[src/rtl/cal_pkg.sv]
// Shared calendar types, constants and the month-length lookup.
package cal_pkg;

  typedef logic [3:0] bcd_t;

  localparam logic [4:0] MONTH_MIN = 5'd1;
  localparam logic [4:0] MONTH_MAX = 5'd12;
  localparam logic [4:0] DAYS_31   = 5'd31;
  localparam logic [4:0] DAYS_30   = 5'd30;
  localparam logic [4:0] DAYS_29   = 5'd29;
  localparam logic [4:0] DAYS_28   = 5'd28;

  // Month is given as a BCD pair; result is a plain binary day count.
  function automatic logic [4:0] days_in_month(input bcd_t monthTens, input bcd_t monthOnes,
                                               input logic leap);
    logic [4:0] month;
    month = 5'(monthTens) * 5'd10 + 5'(monthOnes);
    case (month)
      5'd2:                     days_in_month = leap ? DAYS_29 : DAYS_28;
      5'd4, 5'd6, 5'd9, 5'd11:  days_in_month = DAYS_30;
      default:                  days_in_month = DAYS_31;
    endcase
  endfunction

endpackage

[src/rtl/tick_prescaler.sv]
// Divides ADC_CLK_10 down to a one-cycle day tick; divider selectable on the fly.
module tick_prescaler #(
  parameter int unsigned DIV_SLOW = 10000000,
  parameter int unsigned DIV_FAST = 1000000,
  parameter int unsigned CNT_W    = 24
) (
  input  logic ADC_CLK_10,
  input  logic reset_n,
  input  logic hold,
  input  logic fast_sel,
  output logic tick
);

  logic [CNT_W-1:0] count;
  logic [CNT_W-1:0] limitM1;
  logic             atLimit;

  assign limitM1 = fast_sel ? CNT_W'(DIV_FAST - 1) : CNT_W'(DIV_SLOW - 1);
  // >= so that switching to the shorter divider mid-count wraps immediately
  assign atLimit = (count >= limitM1);
  assign tick    = !hold && atLimit;

  always_ff @(posedge ADC_CLK_10 or negedge reset_n) begin
    if (!reset_n) begin
      count <= '0;
    end else if (!hold) begin
      count <= atLimit ? '0 : count + CNT_W'(1);
    end
  end

endmodule

[src/rtl/calendar_date_counter.sv]
// Month/day BCD calendar advanced by a prescaled day tick.
// Optional year digits and year-based leap rule when CAL_YEAR_EN is defined.
module calendar_date_counter
  import cal_pkg::*;
#(
  parameter int unsigned DIV_SLOW = 10000000,
  parameter int unsigned DIV_FAST = 1000000,
  parameter int unsigned CNT_W    = 24
) (
  input  logic       ADC_CLK_10,
  input  logic       reset_n,
  input  logic       hold,
  input  logic       fast_sel,
  input  logic       leap_year,
  output logic [3:0] day_ones,
  output logic [3:0] day_tens,
  output logic [3:0] month_ones,
  output logic [3:0] month_tens,
`ifdef CAL_YEAR_EN
  output logic [3:0] year_ones,
  output logic [3:0] year_tens,
`endif
  output logic       day_tick,
  output logic       year_wrap
);

  logic       tick;
  logic       leapEff;
  logic [4:0] dayBin;
  logic [4:0] monthBin;
  logic [4:0] monthLen;
  logic       endOfMonth;
  logic       monthIsDec;

  tick_prescaler #(
    .DIV_SLOW (DIV_SLOW),
    .DIV_FAST (DIV_FAST),
    .CNT_W    (CNT_W)
  ) uPrescaler (
    .ADC_CLK_10 (ADC_CLK_10),
    .reset_n    (reset_n),
    .hold       (hold),
    .fast_sel   (fast_sel),
    .tick       (tick)
  );

`ifdef CAL_YEAR_EN
  logic yearDiv4;
  // Divisible by 4: even tens need ones in {0,4,8}, odd tens need ones in {2,6}
  assign yearDiv4 = year_tens[0] ? (year_ones == 4'd2 || year_ones == 4'd6)
                                 : (year_ones == 4'd0 || year_ones == 4'd4 || year_ones == 4'd8);
  assign leapEff  = leap_year | yearDiv4;
`else
  assign leapEff  = leap_year;
`endif

  assign dayBin     = 5'(day_tens) * 5'd10 + 5'(day_ones);
  assign monthBin   = 5'(month_tens) * 5'd10 + 5'(month_ones);
  assign monthLen   = days_in_month(month_tens, month_ones, leapEff);
  // >= also recovers an out-of-range day (e.g. Feb 29 after leap cleared)
  assign endOfMonth = (dayBin >= monthLen);
  assign monthIsDec = (monthBin == MONTH_MAX);

  always_ff @(posedge ADC_CLK_10 or negedge reset_n) begin
    if (!reset_n) begin
      day_ones   <= 4'd1;
      day_tens   <= 4'd0;
      month_ones <= 4'(MONTH_MIN);
      month_tens <= 4'd0;
      day_tick   <= 1'b0;
      year_wrap  <= 1'b0;
    end else begin
      day_tick  <= 1'b0;
      year_wrap <= 1'b0;
      if (tick) begin
        day_tick <= 1'b1;
        if (endOfMonth) begin
          day_ones <= 4'd1;
          day_tens <= 4'd0;
          if (monthIsDec) begin
            month_ones <= 4'(MONTH_MIN);
            month_tens <= 4'd0;
            year_wrap  <= 1'b1;
          end else if (month_ones == 4'd9) begin
            month_ones <= 4'd0;
            month_tens <= month_tens + 4'd1;
          end else begin
            month_ones <= month_ones + 4'd1;
          end
        end else if (day_ones == 4'd9) begin
          day_ones <= 4'd0;
          day_tens <= day_tens + 4'd1;
        end else begin
          day_ones <= day_ones + 4'd1;
        end
      end
    end
  end

`ifdef CAL_YEAR_EN
  // Year advances on the same edge that raises year_wrap; 99 rolls to 00
  always_ff @(posedge ADC_CLK_10 or negedge reset_n) begin
    if (!reset_n) begin
      year_ones <= 4'd0;
      year_tens <= 4'd0;
    end else if (tick && endOfMonth && monthIsDec) begin
      if (year_ones == 4'd9) begin
        year_ones <= 4'd0;
        year_tens <= (year_tens == 4'd9) ? 4'd0 : year_tens + 4'd1;
      end else begin
        year_ones <= year_ones + 4'd1;
      end
    end
  end
`endif

endmodule

[config.mk]
export PLATFORM = sky130hd
export DESIGN_NAME = calendar_date_counter
export DESIGN_NICKNAME = d
export VERILOG_FILES = /design/src/rtl/cal_pkg.sv /design/src/rtl/tick_prescaler.sv /design/src/rtl/calendar_date_counter.sv
export SDC_FILE = /design/constraint.sdc
export NUM_CORES = 1
export LEC_CHECK = 0
export CAP_MARGIN = 20
export CORE_MARGIN = 5
export CORE_UTILIZATION = 40
export DETAILED_ROUTE_END_ITERATION = 16
export PLACE_DENSITY_LB_ADDON = 0.2
export SLEW_MARGIN = 20
export SYNTH_ARGS = -nofsm -noshare
export SYNTH_HDL_FRONTEND = slang
export SYNTH_SLANG_ARGS = --single-unit
[constraint.sdc]
create_clock -name ADC_CLK_10 -period 5.6 [get_ports ADC_CLK_10]
set_clock_uncertainty 0.2 [all_clocks]
set_input_delay 1.12 -clock ADC_CLK_10 [delete_from_list [all_inputs] [get_ports ADC_CLK_10]]
set_output_delay 1.12 -clock ADC_CLK_10 [all_outputs]
set_load 0.005 [all_outputs]
# ---- After elaboration in Yosys (flattened, before gate mapping)
# Index checks and enable logic that the tools add are counted.
# Widths: inputs -> output; s select.
dict set report word_totals {
  reg_bits 42
  ram_bits 0
  mem_count 0
  out_inout_bits 18
  inputBits 5
  latch_bits 0
  rom_bits 0
}
dict set report op_classes {
  multipliers 2
  eq_ne 8
  n_lt_le_gt_ge 2
  bitwise 0
  muxes 16
  shift 0
  div_mod_pow 0
  reduce_logical 8
  addsub 7
}
# op count
set op_table {}
lappend op_table {{$mux 24} 2}
lappend op_table {{$mux 4} 8}
lappend op_table {{$add 24x1->24 const B} 1}
lappend op_table {{$ge 24x24->1} 1}
lappend op_table {{$add 4x1->4 const B} 4}
lappend op_table {{$eq 5x4->1 const B} 3}
lappend op_table {{$add 5x4->5} 2}
lappend op_table {{$eq 5x3->1 const B} 2}
lappend op_table {{$eq 4x4->1 const B} 2}
lappend op_table {{$mul 4x3->4 const B} 2}
lappend op_table {{$eq 5x2->1 const B} 1}
lappend op_table {{$ge 5x5->1} 1}
lappend op_table {{$mux 1} 5}
lappend op_table {{$pmux 2 s2} 1}
lappend op_table {{$reduce_and 2->1} 2}
lappend op_table {{$reduce_bool 2->1} 2}
lappend op_table {{$reduce_or 4->1} 1}
lappend op_table {{$reduce_and 3->1} 1}
lappend op_table {{$logic_and 1x1->1} 1}
lappend op_table {{$logic_not 1->1} 1}

# ---- Logic depth before layout (Yosys ltp)
# Gate-level depths: netlist of the first run.
dict set report depth {
  ltp_word 8
  mapped_depth 14
  ltp_nobuf 13
}

# ---- Cells and area by module
# A second synthesis of the first run with hierarchy kept.
dict set report hier_totals {
  hier_cells 312
  hier_area_um2 2975.4
}
# mod area_per_inst_um2 n_inst cells_per_inst
set modules_own_cells {}
lappend modules_own_cells {tick_prescaler 1544.0 1 166}
lappend modules_own_cells {calendar_date_counter 1431.4 1 146}

# ---- Least setup slack after synthesis of the first run
# Ideal clock, no wire load.
dict set report synth_path {
  path_kind {register to register}
  start {register month_ones[1]}
  end {register month_ones[1]}
  setup_ns 0.103
  setup_slack_ns 2.266
  required_time_ns 5.297
  t_arrival_ns 3.030
  stages_incl_launch_ff 15
  path_cell_list {dfrtp_1 > ha_1 > fa_1 > nor3_1 > a31oi_1 > a21oi_1 > o2bb2ai_1 > ha_1 > nand2b_1 > a21oi_1 > nor2_1 > nand2_1 > or3_1 > buf_2 > o41ai_2}
}
dict set report synth_via {
  elab_chain_cells 6
}
# item line
set synth_lines {}
lappend synth_lines {{start, declared} calendar_date_counter.sv:17} ;# output logic [3:0] month_ones,
lappend synth_lines {{start signal, assigned} calendar_date_counter.sv:68} ;# month_ones <= 4'(MONTH_MIN);
lappend synth_lines {{start signal, assigned} calendar_date_counter.sv:81} ;# month_ones <= 4'(MONTH_MIN);
lappend synth_lines {{start signal, assigned} calendar_date_counter.sv:88} ;# month_ones <= month_ones + 4'd1;
lappend synth_lines {{$add 5x4->5} {cal_pkg.sv:17, calendar_date_counter.sv:58}}
lappend synth_lines {{$eq 5x3->1 or $eq 5x4->1 (tied branches)} cal_pkg.sv:18} ;# case (month)
lappend synth_lines {{$reduce_or 4->1} cal_pkg.sv:18}
lappend synth_lines {{$pmux 2 s2} cal_pkg.sv:18}
lappend synth_lines {{$ge 5x5->1} calendar_date_counter.sv:61} ;# assign endOfMonth = (dayBin >= monthLen);
lappend synth_lines {{$reduce_and 2->1 (no source line)} --}
# Parallel ways exist; a longest one is shown, timed or not.
# A chain may end at the register's enable or synchronous reset.

# ---- Worst setup path after layout of the first run
dict set report layout_path {
  start {input port fast_sel}
  end {register day_tens[2]}
}
dict set report layout_via {
  elab_chain_cells 4
}
# item line
set layout_lines {}
lappend layout_lines {{start, declared} calendar_date_counter.sv:13} ;# input logic fast_sel,
lappend layout_lines {{$mux 24} tick_prescaler.sv:18} ;# assign limitM1 = fast_sel ? CNT_W'(DIV_FAST - 1) : CNT_W'(DIV_SLOW - 1);
lappend layout_lines {{$ge 24x24->1} tick_prescaler.sv:20} ;# assign atLimit = (count >= limitM1);
lappend layout_lines {{$logic_and 1x1->1} tick_prescaler.sv:21} ;# assign tick = !hold && atLimit;
lappend layout_lines {{$reduce_and 2->1 (no source line)} --}
lappend layout_lines {{end signal, assigned} calendar_date_counter.sv:92} ;# day_tens <= day_tens + 4'd1;
lappend layout_lines {{end, declared} calendar_date_counter.sv:16} ;# output logic [3:0] day_tens,
# No other way between the ends.

==> results of run 1 <==
[logic make-up after synthesis]
group                      count (synthesis)  share of synthesized area
DFF                                       42                      0.382
xor gates and xnor gates                  27                     0.0907
and+or+nand+nor                          117                      0.225
buffers and inverters                     17                     0.0236
AOI/OAI and AO/OA                         59                      0.146
adders and majority gates                 28                      0.132
[worst max path at each step]
stage,start,end,slack (ps),cells past startpoint
floorplan,month_ones[1]$_DFFE_PN0P_,month_ones[1]$_DFFE_PN0P_,2270,14
global placement,fast_sel,day_tens[1]$_DFFE_PN0P_,1210,11
detailed placement,fast_sel,day_tens[2]$_DFFE_PN0P_,1100,11
CTS,fast_sel,day_tens[2]$_DFFE_PN0P_,1430,11
global route,fast_sel,day_tens[1]$_DFFE_PN0P_,1220,11
finish,fast_sel,day_tens[2]$_DFFE_PN0P_,1450,11
[cell usage after synthesis, types with 3 or more instances]
cell type	n	area (µm²)
nor3_1	3	15.0
o21ai_0	17	85.1
ha_1	26	325
nand4_1	7	43.8
dfrtp_1	40	1000
xnor2_1	8	70.1
o22ai_1	3	18.8
a21oi_1	12	60.1
nand3_1	17	85.1
nor4_1	3	18.8
clkbuf_1	6	22.5
and3_1	11	68.8
a21o_1	4	30.0
nor2_1	34	128
nand2_1	22	82.6
and4_1	3	26.3
nor2b_1	3	18.8
nand2b_1	6	37.5
o31ai_1	11	82.6
inv_1	9	33.8
xor2_1	18	158
[worst max-delay path: cells and delay by family]
kind	cells	cell delay, ps
AOI/OAI and AO/OA	5	1220
and+or+nand+nor	1	160
adders and majority gates	1	370
buffers and inverters	4	1250
[area by class of cell]
| class | count | area share |
|---|---|---|
| clock inverters | 2 | 0.00396 |
| well taps | 80 | 0.0317 |
| repair buffers | 24 | 0.0729 |
| inverters | 10 | 0.0119 |
| flip-flops and latches | 42 | 0.334 |
| clock buffers | 6 | 0.0262 |
| multi-input cells | 231 | 0.520 |
[registers in the layout (all words and copies together) (netlist names)]
| signal | cells |
|---|---|
| day_ones | 4 |
| month_tens | 4 |
| uPrescaler.count | 24 |
| month_ones | 4 |
| day_tens | 4 |
| year_wrap | 1 |
| day_tick | 1 |
[stage by stage]
| step | cell area (µm²) | power [mW] | util |
|---|---|---|---|
| global placement | 3060 | 0.395 | 0.453 |
| floorplan | 2760 | 0.374 | - |
| global route | 3160 | 0.628 | 0.467 |
| detailed placement | 3060 | 0.396 | 0.453 |
| CTS | 3160 | 0.605 | 0.467 |
| finish | 3160 | 0.594 | 0.467 |
[per-layer routing]
layer | track usage | vias to the layer above
li1 | - | 1095
met1 | 0.183 | 1036
met2 | 0.236 | 25
met3 | 0.0249 | 5
met4 | 0.0330 | 0
met5 | 0 | -
[report_power, final]
group,switching (mW),leakage [nW],internal [mW],total (mW)
logic,0.0279,0.847,0.0224,0.0503
registers,0.0175,0.549,0.322,0.339
clock network,0.105,0.0472,0.0992,0.204
==> impl_metrics.toml, run 1 <==
[outcome]
run_status = "finished, final reports clean"

[worst_setup_path]
setup.worst_path.class = "input port to register"
critical_path_arrival_ps = 4130
ff2ff_setup_slack_ps = 1680
slowest_stage = "clkdlybuf4s50_1"
regToRegEndpoint = "month_ones[1]$_DFFE_PN0P_"
critical-path-max-stage-delay_ps = 660
cp_max_fo = 16
worst_setup_path_end_kind = "register"
reg2reg_from = "month_ones[1]$_DFFE_PN0P_"
reg2regPathDepth = 13
crit_path_start_kind = "input port"
critical_path.cell_chain = "clkdlybuf4s50_1 > inv_1 > ha_1 > a21o_1 > a21oi_1 > o2bb2ai_2 > o31ai_4 > clkinv_1 > buf_4 > nand2_1 > o22ai_1"
worst_path_required_ps = 5580

[global_routing]
grt_antenna_before_repair = 0
grt_first_pass_wirelength_mm = 9.76
pin_count_of_the_biggest_net_entering_global_routing = 43
via_count_of_the_first_global_routing_pass = 2115
grt_overflow = 0
globalRouteTotalUtil = 0.138

[drt]
antenna_violating_nets_post_route = 0
dr.pass1.iters = 4
dr_wl_met2_mm = 2.55
m1WireLength_mm = 2.73
routed_wire_length_on_met3_um = 171
viasPerCell = 5.47
routed_length_per_instance_um = 13.9
top_sig_layer = "met4"
drc_errors = 0
drt-total-wl_mm = 5.51
detailedRoute.firstIterationViolations = 57
vias = 2161

[clock_tree]
setup_bufs_post_cts = 0
htree_num_levels = 2
clk_pin_slew_worst_paths_ps = 80
cts.root.buffer_cell = "clkbuf_8"
cts_made_buffers = 5
clkSinkCount = 42
postCtsHoldBufs = 0
clock_tree.buffer_depth = 2
clk_latency_ps = 290
post_cts.resized_instances = 0
tritoncts = "yes"

[place]
post-place-cells = 387
numPortBuffers = 22
hpwlAfterDp_mm = 4.06
routability_congestion = 0.722
preCtsSetupSlack_ps = 1100

[final_layout]
final_cells = 395
regArea_mm2 = 0.00105
multi_input_area_mm2 = 0.00164
most-common-layout-cells = "40 x dfrtp_1, 34 x nor2_1, 26 x ha_1"
mostFrequentLayoutCell = "dfrtp_1"
antennaDiodeCount = 0
final_layout_size_suffix_gt1_frac = 0.0571
fin_nets = 347
area.growth.synth_to_final_pct = 14.4
num-fill-cells = 642

[sta]
fmax_mhz = 241
rsz_0062_raised_after_global_routing = "no"
setup_slack_ps = 1450
report.final.hold_viol_count = 0
timing.max_slew.rel_slack = 0.377
slew_viol_final = 0
hold-worst-slack_ps = 309
timing.setup.tns_ps = 0
worst_pin_slew_ps = 934
final_cycle_share = 0.741
fin_crit_ps = 4150
timing.final.setup_violations = 0

[yosys]
synth-async-reset-ratio = 1.00
ys_ff_latch = 42
yosysUniqueCellTypes = 44
synth_edf_count = 0
netlist_instances = 290
yosysWarningCount = 0
synthFlopType = "dfrtp_1"
synth.avg_cell_area_um2 = 9.51
syn-num-nets = 323
syn-cell-area_mm2 = 0.00276
seq_area_frac_synth = 0.382

[hold_path]
holdPathEnd = "uPrescaler.count[1]$_DFFE_PN0N_"
worstHoldStart = "uPrescaler.count[1]$_DFFE_PN0N_"
worst_hold_path_type = "register to register"
min_delay_path_depth = 2

[floorplan]
die-area_mm2 = 0.00866
die_width_um = 93.1
start_util = 0.408
top_level_ports = 23
die_y_um = 93.1
core.rowCount = 30
core_mm2 = 0.00676

[power_and_ir_drop]
power_leakage_nw = 1.44
cellPowerDensity_mw_per_mm2 = 188
ir_worst_vdd_uv = 118

[flow_run]
maxCapViolations = 0
Note: power is estimated with default switching activity, not from simulation.
==> run 2: changes to the inputs <==
- clock period: 5.6 -> 4.1 ns (I/O delays scaled with it)
==> run 2 against run 1 <==
Sequential share of layout area fell by 0.65 points. Clock-buffer cell count is the same. Worst hold slack improved by 14 ps. Routed wire length rose by 1.0%. Critical path type is now register to register. Critical endpoint is now month_ones[1]$_DFFE_PN0P_. Largest power group unchanged.
==> impl_metrics.toml, run 2 (synthesis gave the netlist of run 1 again) <==
[hold_path]
worstHoldStart = "uPrescaler.count[1]$_DFFE_PN0N_"
worst_hold_path_type = "register to register"

[floorplan]
core_mm2 = 0.00676
die_y_um = 93.1
die_width_um = 93.1
die-area_mm2 = 0.00866
top_level_ports = 23
core.rowCount = 30
start_util = 0.408

[global_routing]
pin_count_of_the_biggest_net_entering_global_routing = 43
grt_overflow = 0
via_count_of_the_first_global_routing_pass = 2073
globalRouteTotalUtil = 0.136
grt_first_pass_wirelength_mm = 9.61
grt_antenna_before_repair = 0

[clock_tree]
clock_tree.buffer_depth = 2
clk_pin_slew_worst_paths_ps = 90
postCtsHoldBufs = 0
post_cts.resized_instances = 0
clk_latency_ps = 300
cts.root.buffer_cell = "clkbuf_8"
clkSinkCount = 42
cts_made_buffers = 5
htree_num_levels = 2
setup_bufs_post_cts = 0
tritoncts = "yes"

[worst_setup_path]
path_delay_family = "simple AND/OR/NAND/NOR gates"
critical_path_arrival_ps = 3750
reg2reg_from = "month_tens[0]$_DFFE_PN0P_"
worst_setup_path_end_kind = "register"
path_buf_inv = 0
worst_path_required_ps = 4100
slowest_stage = "fa_1"
crit_path_start_kind = "register"
cp_max_fo = 9
critical-path-max-stage-delay_ps = 530
critPathLaunch = "month_tens[0]$_DFFE_PN0P_"
critical_path.cell_chain = "ha_1 > fa_1 > nor3_1 > a31oi_1 > a21oi_1 > o2bb2ai_1 > ha_1 > nand2b_1 > a21oi_1 > nor2_1 > nand2_1 > or3_1 > o41ai_2"
setup.worst_path.class = "register to register"

[final_layout]
final_cell_area_mm2 = 0.00322
most-common-layout-cells = "40 x dfrtp_1, 34 x nor2_1, 26 x ha_1"
top_register = "uPrescaler.count"
fin_nets = 349
num-fill-cells = 661
final_cells = 397
flip_flop_count_of_the_largest_register_after_layout = 24
final_layout_size_suffix_gt1_frac = 0.0631
mostFrequentLayoutCell = "dfrtp_1"
area.growth.synth_to_final_pct = 16.7
antennaDiodeCount = 0

[sta]
fmax_mhz = 267
worst_pin_slew_ps = 949
timing.final.setup_violations = 0
final_cycle_share = 0.913
report.final.hold_viol_count = 0
rsz_0062_raised_after_global_routing = "no"
slew_viol_final = 0
hold-worst-slack_ps = 323
timing.setup.tns_ps = 0
fin_crit_ps = 3740
timing.max_slew.rel_slack = 0.367

[drt]
drt-total-wl_mm = 5.56
viasPerCell = 5.51
routed_length_per_instance_um = 14.0
antenna_violating_nets_post_route = 0
drc_errors = 0
detailedRoute.firstIterationViolations = 50
dr.pass1.iters = 4
vias = 2186

[flow_run]
maxCapViolations = 0

[place]
hpwlAfterDp_mm = 4.08
post-place-cells = 389
numPortBuffers = 22
routability_congestion = 0.815
detailed_place.area_mm2 = 0.00308

[power_and_ir_drop]
finalPower_mw = 0.945
ir_worst_vdd_uv = 174
power_leakage_nw = 1.48
cellPowerDensity_mw_per_mm2 = 293

[outcome]
run_status = "finished, final reports clean"
==> run 2: cell types whose count changed in the layout (fill, tap and decap cells not counted), sizes merged <==
cell      change
buf           +2
bufinv        +2
clkinv        -1
clkinvlp      -1
==> run 2: worst min-delay path, cell delays in order (launching register included) <==
cell     delay [ps]
dfrtp_1         370
nand2_1          50
o21ai_0          70
==> run 2: layer usage <==
layer / vias to the layer above / GRT usage / part of all wire
li1: 1094 / - / -
met1: 1048 / 0.178 / 0.48
met2: 38 / 0.227 / 0.47
met3: 6 / 0.0282 / 0.037
met4: 0 / 0.0403 / 0.011
met5: - / 0 / 0
==> run 2: final timing paths <==
| check | depth (start not counted) | end | slack [ps] |
|---|---|---|---|
| worst max-delay path | 13 | month_ones[1]$_DFFE_PN0P_ | 360 |
| worst min-delay path | 2 | uPrescaler.count[1]$_DFFE_PN0N_ | 320 |
| worst max register to register | 13 | month_ones[1]$_DFFE_PN0P_ | 360 |
| worst min register to register | 2 | uPrescaler.count[1]$_DFFE_PN0N_ | 320 |
| max in group asynchronous | 1 | uPrescaler.count[6]$_DFFE_PN0N_ | 2650 |
| min in group asynchronous | 1 | uPrescaler.count[1]$_DFFE_PN0N_ | 470 |
==> run 2: cell type report <==
cell class | count | area, µm² | share of cell area
Multi-Input combinational cell | 231 | 1640 | 0.510
Sequential cell | 42 | 1050 | 0.327
Timing Repair Buffer | 26 | 245 | 0.0762
Tap cell | 80 | 100 | 0.0311
Clock buffer | 6 | 82.6 | 0.0257
Clock inverter | 2 | 60.1 | 0.0187
Inverter | 10 | 37.5 | 0.0117
==> run 2: report_power, final <==
group          switching [mW]  total, mW  internal, mW
registers              0.0239      0.463         0.439
clock network           0.151      0.411         0.260
logic                  0.0398     0.0707        0.0308
total                   0.215      0.945         0.730
==> run 2: metrics by stage <==
step	worst slack [ps]	util
floorplan	766	-
global route	90.9	0.476
CTS	356	0.476
finish	356	0.476
detailed placement	239	0.455
global placement	309	0.455
